==> src/rtl/nl2_dbank_pkg.sv <==
// Types and helpers shared by the data-bank read and write controllers.
// Struct fields are sized for the largest bank configuration and narrowed at use.
package nl2_dbank_pkg;

    localparam int DBANK_MAX_SRAM = 4;
    localparam int DBANK_MAX_ID   = 8;
    localparam int DBANK_MAX_IL   = 8;

    typedef enum logic {
        S_RCTL_IDLE,
        S_RCTL_BUSY
    } dbank_rctl_state_e;

    typedef struct packed {
        logic [DBANK_MAX_SRAM-1:0] sram;
        logic                      last;
        logic [DBANK_MAX_ID-1:0]   id;
        logic                      err;
    } dbank_fifo_ent_t;

    // Advance to the next beat-aligned address; bits under the wrap mask roll over.
    function automatic logic [DBANK_MAX_IL-1:0] dbank_step(
        input logic [DBANK_MAX_IL-1:0] a,
        input logic [DBANK_MAX_IL-1:0] mask,
        input logic [2:0]              dsize
    );
        logic [DBANK_MAX_IL-1:0] inc;
        logic [DBANK_MAX_IL-1:0] align;
        inc   = DBANK_MAX_IL'(1) << dsize;
        align = ~(inc - DBANK_MAX_IL'(1));
        return (~mask & a) | (mask & ((a + inc) & align));
    endfunction

    function automatic logic [15:0] dbank_sram_sel(input logic [3:0] idx);
        return 16'd1 << idx;
    endfunction

endpackage

==> src/rtl/nl2_cln_fifo.sv <==
// Small first-word-fall-through FIFO; the head entry is visible while not empty.
module nl2_cln_fifo #(
    parameter int WIDTH = 8,
    parameter int DEPTH = 4
) (
    input  logic             clk,
    input  logic             rst_n,
    input  logic             push_i,
    input  logic [WIDTH-1:0] din_i,
    input  logic             pop_i,
    output logic [WIDTH-1:0] dout_o,
    output logic             empty_o,
    output logic             full_o
);
    localparam int PW = (DEPTH > 1) ? $clog2(DEPTH) : 1;
    localparam int CW = $clog2(DEPTH + 1);

    logic [WIDTH-1:0] mem_q [DEPTH];
    logic [PW-1:0]    wr_ptr_q, wr_ptr_d;
    logic [PW-1:0]    rd_ptr_q, rd_ptr_d;
    logic [CW-1:0]    cnt_q, cnt_d;
    logic             do_push, do_pop;

    assign empty_o = (cnt_q == '0);
    assign full_o  = (cnt_q == CW'(DEPTH));
    assign do_push = push_i && !full_o;
    assign do_pop  = pop_i && !empty_o;
    assign dout_o  = mem_q[rd_ptr_q];

    always_comb begin
        wr_ptr_d = wr_ptr_q;
        rd_ptr_d = rd_ptr_q;
        cnt_d    = cnt_q;
        if (do_push) begin
            wr_ptr_d = (wr_ptr_q == PW'(DEPTH - 1)) ? '0 : wr_ptr_q + PW'(1);
        end
        if (do_pop) begin
            rd_ptr_d = (rd_ptr_q == PW'(DEPTH - 1)) ? '0 : rd_ptr_q + PW'(1);
        end
        if (do_push && !do_pop) begin
            cnt_d = cnt_q + CW'(1);
        end else if (!do_push && do_pop) begin
            cnt_d = cnt_q - CW'(1);
        end
    end

    always_ff @(posedge clk or negedge rst_n) begin
        if (!rst_n) begin
            wr_ptr_q <= '0;
            rd_ptr_q <= '0;
            cnt_q    <= '0;
        end else begin
            wr_ptr_q <= wr_ptr_d;
            rd_ptr_q <= rd_ptr_d;
            cnt_q    <= cnt_d;
        end
    end

    // Storage carries no reset; validity is tracked by the count alone.
    always_ff @(posedge clk) begin
        if (do_push) begin
            mem_q[wr_ptr_q] <= din_i;
        end
    end

endmodule

==> src/rtl/nl2_dbank_rd_ctrl.sv <==
// Data-bank read controller: splits a burst into per-SRAM beats and returns
// responses in order as each SRAM's read data is captured.
module nl2_dbank_rd_ctrl
    import nl2_dbank_pkg::*;
#(
    parameter int N_SRAM         = 4,
    parameter int BNK_ADDR_SIZE  = 10,
    parameter int CMD_ID_SIZE    = 1,
    parameter int BNK_DATA_WIDTH = 64,
    parameter int INTERLEAVE_ADR = 5,
    parameter int SRAM_SEL_MSB   = 4,
    parameter int SRAM_SEL_LSB   = 3
) (
    input  logic                                       dbank_ctrl_clk,
    input  logic                                       rst_a_n,
    input  logic                                       do_rd,
    input  logic [BNK_ADDR_SIZE-1:0]                   cmd_addr,
    input  logic [CMD_ID_SIZE-1:0]                     cmd_id,
    input  logic                                       cmd_err,
    input  logic                                       wrap,
    input  logic [3:0]                                 burst_size,
    input  logic [2:0]                                 data_size,
    input  logic                                       init_going,
    input  logic [N_SRAM-1:0]                          dbank_active_next,
    input  logic [N_SRAM-1:0]                          capture_dbank_next,
    input  logic                                       rd_stall,
    output logic [N_SRAM-1:0]                          bnk_rd_en,
    output logic [BNK_ADDR_SIZE-$clog2(N_SRAM)-7:0]    bnk_rd_block_addr,
    output logic                                       rd_done,
    output logic                                       rd_rsp_valid,
    output logic [N_SRAM-1:0]                          rd_rsp_sram_sel,
    output logic                                       rd_rsp_last,
    output logic [CMD_ID_SIZE-1:0]                     rd_rsp_id,
    output logic                                       rd_rsp_err,
    output logic                                       rd_idle
);
    localparam int SRAM_W = $clog2(N_SRAM);
    localparam int LO_W   = INTERLEAVE_ADR - SRAM_W - 3;
    localparam int FIFO_W = N_SRAM + 2 + CMD_ID_SIZE;

    dbank_rctl_state_e         state_q, state_d;
    logic [INTERLEAVE_ADR-1:0] addr_lo_q, addr_lo_d;
    logic [INTERLEAVE_ADR-1:0] wrap_mask_q, wrap_mask_d;
    logic [3:0]                burst_cnt_q, burst_cnt_d;

    logic [INTERLEAVE_ADR-1:0] addr_cur, wrap_mask_new, mask_cur;
    logic [15:0]               wm_full, sel_full;
    logic [DBANK_MAX_IL-1:0]   step_full;
    logic [N_SRAM-1:0]         target;
    logic                      can_issue;
    logic                      fifo_push, fifo_pop, fifo_empty, fifo_full;
    logic [FIFO_W-1:0]         fifo_din, fifo_dout;
    logic [N_SRAM-1:0]         head_sram;
    dbank_fifo_ent_t           push_ent;

    assign addr_cur      = (state_q == S_RCTL_IDLE) ? cmd_addr[INTERLEAVE_ADR-1:0] : addr_lo_q;
    assign wm_full       = ((16'(burst_size) + 16'd1) << data_size) - 16'd1;
    assign wrap_mask_new = wrap ? wm_full[INTERLEAVE_ADR-1:0] : '1;
    assign mask_cur      = (state_q == S_RCTL_IDLE) ? wrap_mask_new : wrap_mask_q;
    assign step_full     = dbank_step(DBANK_MAX_IL'(addr_cur), DBANK_MAX_IL'(mask_cur), data_size);
    assign sel_full      = dbank_sram_sel(4'(addr_cur[SRAM_SEL_MSB:SRAM_SEL_LSB]));
    assign target        = sel_full[N_SRAM-1:0];
    assign can_issue     = (|(target & dbank_active_next)) && !rd_stall && !init_going && !fifo_full;

    always_comb begin
        state_d     = state_q;
        addr_lo_d   = addr_lo_q;
        wrap_mask_d = wrap_mask_q;
        burst_cnt_d = burst_cnt_q;
        bnk_rd_en   = '0;
        rd_done     = 1'b0;
        fifo_push   = 1'b0;
        push_ent    = '0;
        push_ent.id[CMD_ID_SIZE-1:0] = cmd_id;
        case (state_q)
            S_RCTL_IDLE: begin
                if (do_rd) begin
                    if (cmd_err) begin
                        // Errored commands bypass the SRAMs and only need a response slot.
                        if (!fifo_full) begin
                            fifo_push     = 1'b1;
                            push_ent.last = 1'b1;
                            push_ent.err  = 1'b1;
                            rd_done       = 1'b1;
                        end
                    end else if (can_issue) begin
                        bnk_rd_en                   = target;
                        fifo_push                   = 1'b1;
                        push_ent.sram[N_SRAM-1:0]   = target;
                        if (burst_size == 4'd0) begin
                            rd_done       = 1'b1;
                            push_ent.last = 1'b1;
                        end else begin
                            burst_cnt_d = burst_size - 4'd1;
                            addr_lo_d   = step_full[INTERLEAVE_ADR-1:0];
                            wrap_mask_d = wrap_mask_new;
                            state_d     = S_RCTL_BUSY;
                        end
                    end else begin
                        addr_lo_d   = cmd_addr[INTERLEAVE_ADR-1:0];
                        burst_cnt_d = burst_size;
                        wrap_mask_d = wrap_mask_new;
                        state_d     = S_RCTL_BUSY;
                    end
                end
            end
            S_RCTL_BUSY: begin
                if (can_issue) begin
                    bnk_rd_en                 = target;
                    fifo_push                 = 1'b1;
                    push_ent.sram[N_SRAM-1:0] = target;
                    if (burst_cnt_q == 4'd0) begin
                        rd_done       = 1'b1;
                        push_ent.last = 1'b1;
                        state_d       = S_RCTL_IDLE;
                    end else begin
                        burst_cnt_d = burst_cnt_q - 4'd1;
                        addr_lo_d   = step_full[INTERLEAVE_ADR-1:0];
                    end
                end
            end
            default: state_d = S_RCTL_IDLE;
        endcase
    end

    always_ff @(posedge dbank_ctrl_clk or negedge rst_a_n) begin
        if (!rst_a_n) begin
            state_q     <= S_RCTL_IDLE;
            addr_lo_q   <= '0;
            wrap_mask_q <= '0;
            burst_cnt_q <= '0;
        end else begin
            state_q     <= state_d;
            addr_lo_q   <= addr_lo_d;
            wrap_mask_q <= wrap_mask_d;
            burst_cnt_q <= burst_cnt_d;
        end
    end

    generate
        if (LO_W > 0) begin : g_blk_lo
            assign bnk_rd_block_addr = {cmd_addr[BNK_ADDR_SIZE-1:INTERLEAVE_ADR+3],
                                        addr_cur[INTERLEAVE_ADR-1:SRAM_W+3]};
        end else begin : g_blk_hi
            assign bnk_rd_block_addr = cmd_addr[BNK_ADDR_SIZE-1:INTERLEAVE_ADR+3];
        end
    endgenerate

    assign fifo_din = {push_ent.sram[N_SRAM-1:0], push_ent.last,
                       push_ent.id[CMD_ID_SIZE-1:0], push_ent.err};

    nl2_cln_fifo #(
        .WIDTH (FIFO_W),
        .DEPTH (N_SRAM)
    ) u_trk_fifo (
        .clk     (dbank_ctrl_clk),
        .rst_n   (rst_a_n),
        .push_i  (fifo_push),
        .din_i   (fifo_din),
        .pop_i   (fifo_pop),
        .dout_o  (fifo_dout),
        .empty_o (fifo_empty),
        .full_o  (fifo_full)
    );

    // An entry with no SRAM (error response) retires without waiting for capture.
    assign head_sram       = fifo_dout[FIFO_W-1 -: N_SRAM];
    assign fifo_pop        = !fifo_empty && ((|(head_sram & capture_dbank_next)) || (head_sram == '0));
    assign rd_rsp_valid    = fifo_pop;
    assign rd_rsp_sram_sel = fifo_pop ? head_sram : '0;
    assign rd_rsp_last     = fifo_pop && fifo_dout[CMD_ID_SIZE+1];
    assign rd_rsp_id       = fifo_pop ? fifo_dout[CMD_ID_SIZE:1] : '0;
    assign rd_rsp_err      = fifo_pop && fifo_dout[0];
    assign rd_idle         = (state_q == S_RCTL_IDLE) && fifo_empty;

    logic unused_ok;
    assign unused_ok = ^{cmd_addr[INTERLEAVE_ADR+2:INTERLEAVE_ADR], wm_full, sel_full, step_full,
                         push_ent, BNK_DATA_WIDTH[0]};

endmodule

==> config.mk <==
export PLATFORM = sky130hd
export DESIGN_NAME = nl2_dbank_rd_ctrl
export DESIGN_NICKNAME = d
export VERILOG_FILES = /design/src/rtl/nl2_dbank_pkg.sv /design/src/rtl/nl2_cln_fifo.sv /design/src/rtl/nl2_dbank_rd_ctrl.sv
export SDC_FILE = /design/constraint.sdc
export NUM_CORES = 1
export LEC_CHECK = 0
export CORE_ASPECT_RATIO = 1.25
export CORE_MARGIN = 5
export CORE_UTILIZATION = 55
export DETAILED_ROUTE_END_ITERATION = 8
export HOLD_SLACK_MARGIN = 0.15
export PLACE_DENSITY = 0.8
export SETUP_SLACK_MARGIN = 0.5
export SLEW_MARGIN = 40
export SYNTH_ARGS = -nofsm -noshare
export SYNTH_HDL_FRONTEND = slang
export SYNTH_HIERARCHICAL = 1
export SYNTH_SLANG_ARGS = --single-unit
==> constraint.sdc <==
create_clock -name dbank_ctrl_clk -period 3.9 [get_ports dbank_ctrl_clk]
set_input_delay 0.39 -clock dbank_ctrl_clk [delete_from_list [all_inputs] [get_ports dbank_ctrl_clk]]
set_output_delay 0.39 -clock dbank_ctrl_clk [all_outputs]
set_load 0.02 [all_outputs]
==> out/metrics.csv <==
metric,value,unit
routed len/inst,17.14,um
Fin. Hold Viols,0,
Critical Path Slowest Stage Cell,clkdlybuf4s50_1,
synth-to-layout area growth,18.66,%
Worst-path clk slew,0.09,ns
main flop type after synthesis,edfxtp_1,
Congestion Overflow GR,0,
critical path arrival,2.93,ns
Hold Path Depth,2,
period utilisation layout,85.03,%
ys async rst share,44.00,%
DR WL met2,3.912,mm
Max VDD drop,286.2,uV
WL final,7.180,mm
min cycle time layout,3.316,ns
DRC errors left,0,
Critical R2R Launch,u_trk_fifo/rd_ptr_q[0],
Syn Area/Cell,10.75,um2
sequential fraction of the synthesis area,42.01,%
ant diodes,0,
vias in the first global route,2458,
fin nets,402,
H-tree Lvls,2,
Peak Freq,301.6,MHz
Iter 0 DRT Violations,158,
"worst slack, placed",0.3387,ns
die span in y,96.76,um
CTS tree,yes,
Clock Skew,0.005304,ns
Syn Inst Count,308,
Final setup viols,0,
switching pwr,0.9109,mW
Setup crit start kind,flop,
Setup WS post-layout,0.5838,ns
via count,2513,
Rows,31,
power per cell area,601.5,nW/um2
Total GRT Usage,19.57,%
Clk pwr share,12.7,%
sequential power share,35.2,%
worst slew pin tran,0.6353,ns
Hold Worst Slack,0.5318,ns
largest net degree at the start of global routing,27,
"Slew Viols, Final",0,
kind of critical path,flop to output pin,
CP max stage delay,0.60,ns
syn nets,358,
CTS sink count,50,
clk buf depth,2,
Synth Register Bits,50,
WL met1,2.819,mm
required time at the endpoint of the critical path,3.51,ns
antenna violations before repair,0,
Worst-Skew Late Latency,0.30,ns
die area,7683,um2
Setup crit end,rd_rsp_last,
Worst Setup End Kind,output pin,
outcome,"finished, final reports clean",
post-synth cell types,64,
Design Power,2.364,mW
fraction of layout cells with a size suffix above 1,15.30,%
DR pass1 iterations,4,
Max Cap Violations,0,
Placer Congestion,0.8791,
Netlist Area Pre-Place,3312,um2
synth warn,6,
Starting Density,56.92,%
number of flops mapped to enable cells by yosys,28,
Crit Path Max Fanout,9,
Core ar.,5818,um2
CP startpoint,u_trk_fifo/rd_ptr_q[0],
final setup TNS,0,ns
Comb power frac,52.1,%
Slew Limit Headroom,57.49,%
switching part of the total,38.53,%
FF-to-FF path depth,9,
Util after Layout,67.55,%
P_int,1.453,mW
CTS Buf Count,5,
fin area,3930,um2
r2r endpoint,u_trk_fifo/cnt_q[1],
Placed Area,3741,um2
Max Used Layer,met4,
fill count,448,
Cells after DPL,402,
metal3 WL,268,um
Non-Filler Instances,419,
Worst R2R Setup Slack,0.70,ns
RSZ-0062 raised after global routing,yes,
Leak,1.611,nW
I/O pins,49,
die width,79.41,um
DR vias/cell,5.998,
port buffer count,41,
DRT antenna net count,0,
HPWL Detailed,5.498,mm
first-pass GRT wire length,12.00,mm
crit path cell chain,mux4_2 > or4_1 > a31oi_4 > and2_1 > clkdlybuf4s50_1,
CTS root buffer,clkbuf_8,
worst hold path type,flop to flop,
[power groups by stage]
stage	registers (mW)	logic (mW)	clock network, mW
3_3_place_gp	0.841	1.12	0
5_1_grt	0.855	1.36	0.328
6_report	0.832	1.23	0.300
2_1_floorplan	0.784	0.890	0
3_5_place_dp	0.850	1.16	0
4_1_cts	0.835	1.21	0.306
[cell families after synthesis]
| kind of cell | after synthesis | share of synthesized area, % |
|---|---|---|
| adders and majority gates | 17 | 6.876 |
| and+or+nand+nor | 103 | 16.81 |
| AOI/OAI and AO/OA | 64 | 14.13 |
| xor gates and xnor gates | 13 | 3.438 |
| muxes | 24 | 11.26 |
| buffers and inverters | 37 | 5.478 |
| DFF | 50 | 42.01 |
[critical path: cells and delay by family, from the launching register on]
kind | cells | cell delay, ns
AO/OA/AOI/OAI | 1 | 0.24
AND/OR/NAND/NOR | 2 | 0.74
multiplexers | 1 | 0.55
flip-flops | 1 | 0.50
buffers and inverters | 1 | 0.60
[area by class of cell]
class | instances | area [um2] | area share (%)
clock buffers | 6 | 72.57 | 1.847
clock inverters | 2 | 15.01 | 0.3820
inverters | 17 | 63.81 | 1.624
multi-input cells | 221 | 1768 | 44.99
flip-flops and latches | 50 | 1394 | 35.47
well taps | 66 | 82.58 | 2.101
repair buffers | 57 | 534.3 | 13.59
[repair_timing]
item / in CTS / in global routing
pin swaps: 1 / 1
gates resized for setup: 8 / 5
setup buffers: 3 / 5
hold buffers: 1 / 0
endpoints found under the hold margin: 22 / 0
setup endpoints to repair: 14 / 9
[sequential cells by signal, summed over array words and instances, names as in the netlist]
| name | cells |
|---|---|
| wrap_mask_q | 5 |
| addr_lo_q | 5 |
| u_trk_fifo/cnt_q | 3 |
| burst_cnt_q | 4 |
| u_trk_fifo/mem_q | 28 |
| u_trk_fifo/wr_ptr_q | 2 |
| u_trk_fifo/rd_ptr_q | 2 |
| state_q | 1 |
[Yosys cell counts (3+ instances only)]
library cell | number | area [um2]
nand3_1 | 3 | 15.01
o21ai_0 | 7 | 35.03
mux2i_1 | 8 | 80.08
a22oi_1 | 4 | 30.03
dfrtp_1 | 22 | 550.5
edfxtp_1 | 28 | 840.8
mux2_4 | 3 | 45.04
buf_4 | 6 | 45.04
o211ai_1 | 3 | 22.52
ha_1 | 15 | 187.7
mux4_2 | 9 | 202.7
xnor2_1 | 6 | 52.55
mux2_2 | 3 | 33.78
xor2_1 | 7 | 61.31
nor2b_1 | 6 | 37.54
clkbuf_1 | 6 | 22.52
nor3_1 | 10 | 50.05
nand2b_1 | 7 | 43.79
and2_1 | 13 | 81.33
nand2_1 | 22 | 82.58
buf_2 | 4 | 20.02
o31ai_1 | 3 | 22.52
nor4_1 | 3 | 18.77
a21oi_1 | 18 | 90.09
nor2_1 | 25 | 93.84
inv_1 | 17 | 63.81
a31oi_1 | 4 | 25.02
nor3b_1 | 3 | 22.52
[cells in the final DEF, fill, tap and decap left out, types with 5 or more instances in the layout]
cell and n:
o21ai_0 7, a21oi_1 18, mux2i_1 7, xor2_1 7, dfrtp_1 20, clkdlybuf4s50_1 33
edfxtp_1 28, ha_1 15, buf_4 15, mux4_2 9, nor2_1 25, nor2b_1 6
clkbuf_8 5, inv_1 17, nand2_1 22, and2_1 13, nor3_1 9, xnor2_1 6
nand2b_1 7
[routing by layer]
layer	GRT usage, %	vias up
met1	24.33	1225
met5	0	-
met2	34.50	65
met4	6.878	0
met3	2.323	15
li1	-	1208
[worst min-delay path by stage]
stage / startpoint / end / slack, ns
after floorplan: rst_a_n / addr_lo_q[0] / 0.09
after global placement: addr_lo_q[2] / addr_lo_q[2] / 0.49
after detailed placement: rst_a_n / addr_lo_q[3] / 0.41
after CTS: addr_lo_q[2] / addr_lo_q[2] / 0.53
after global routing: addr_lo_q[3] / addr_lo_q[3] / 0.56
final: addr_lo_q[2] / addr_lo_q[2] / 0.53
No activity file was read; power rests on OpenSTA's default activity.
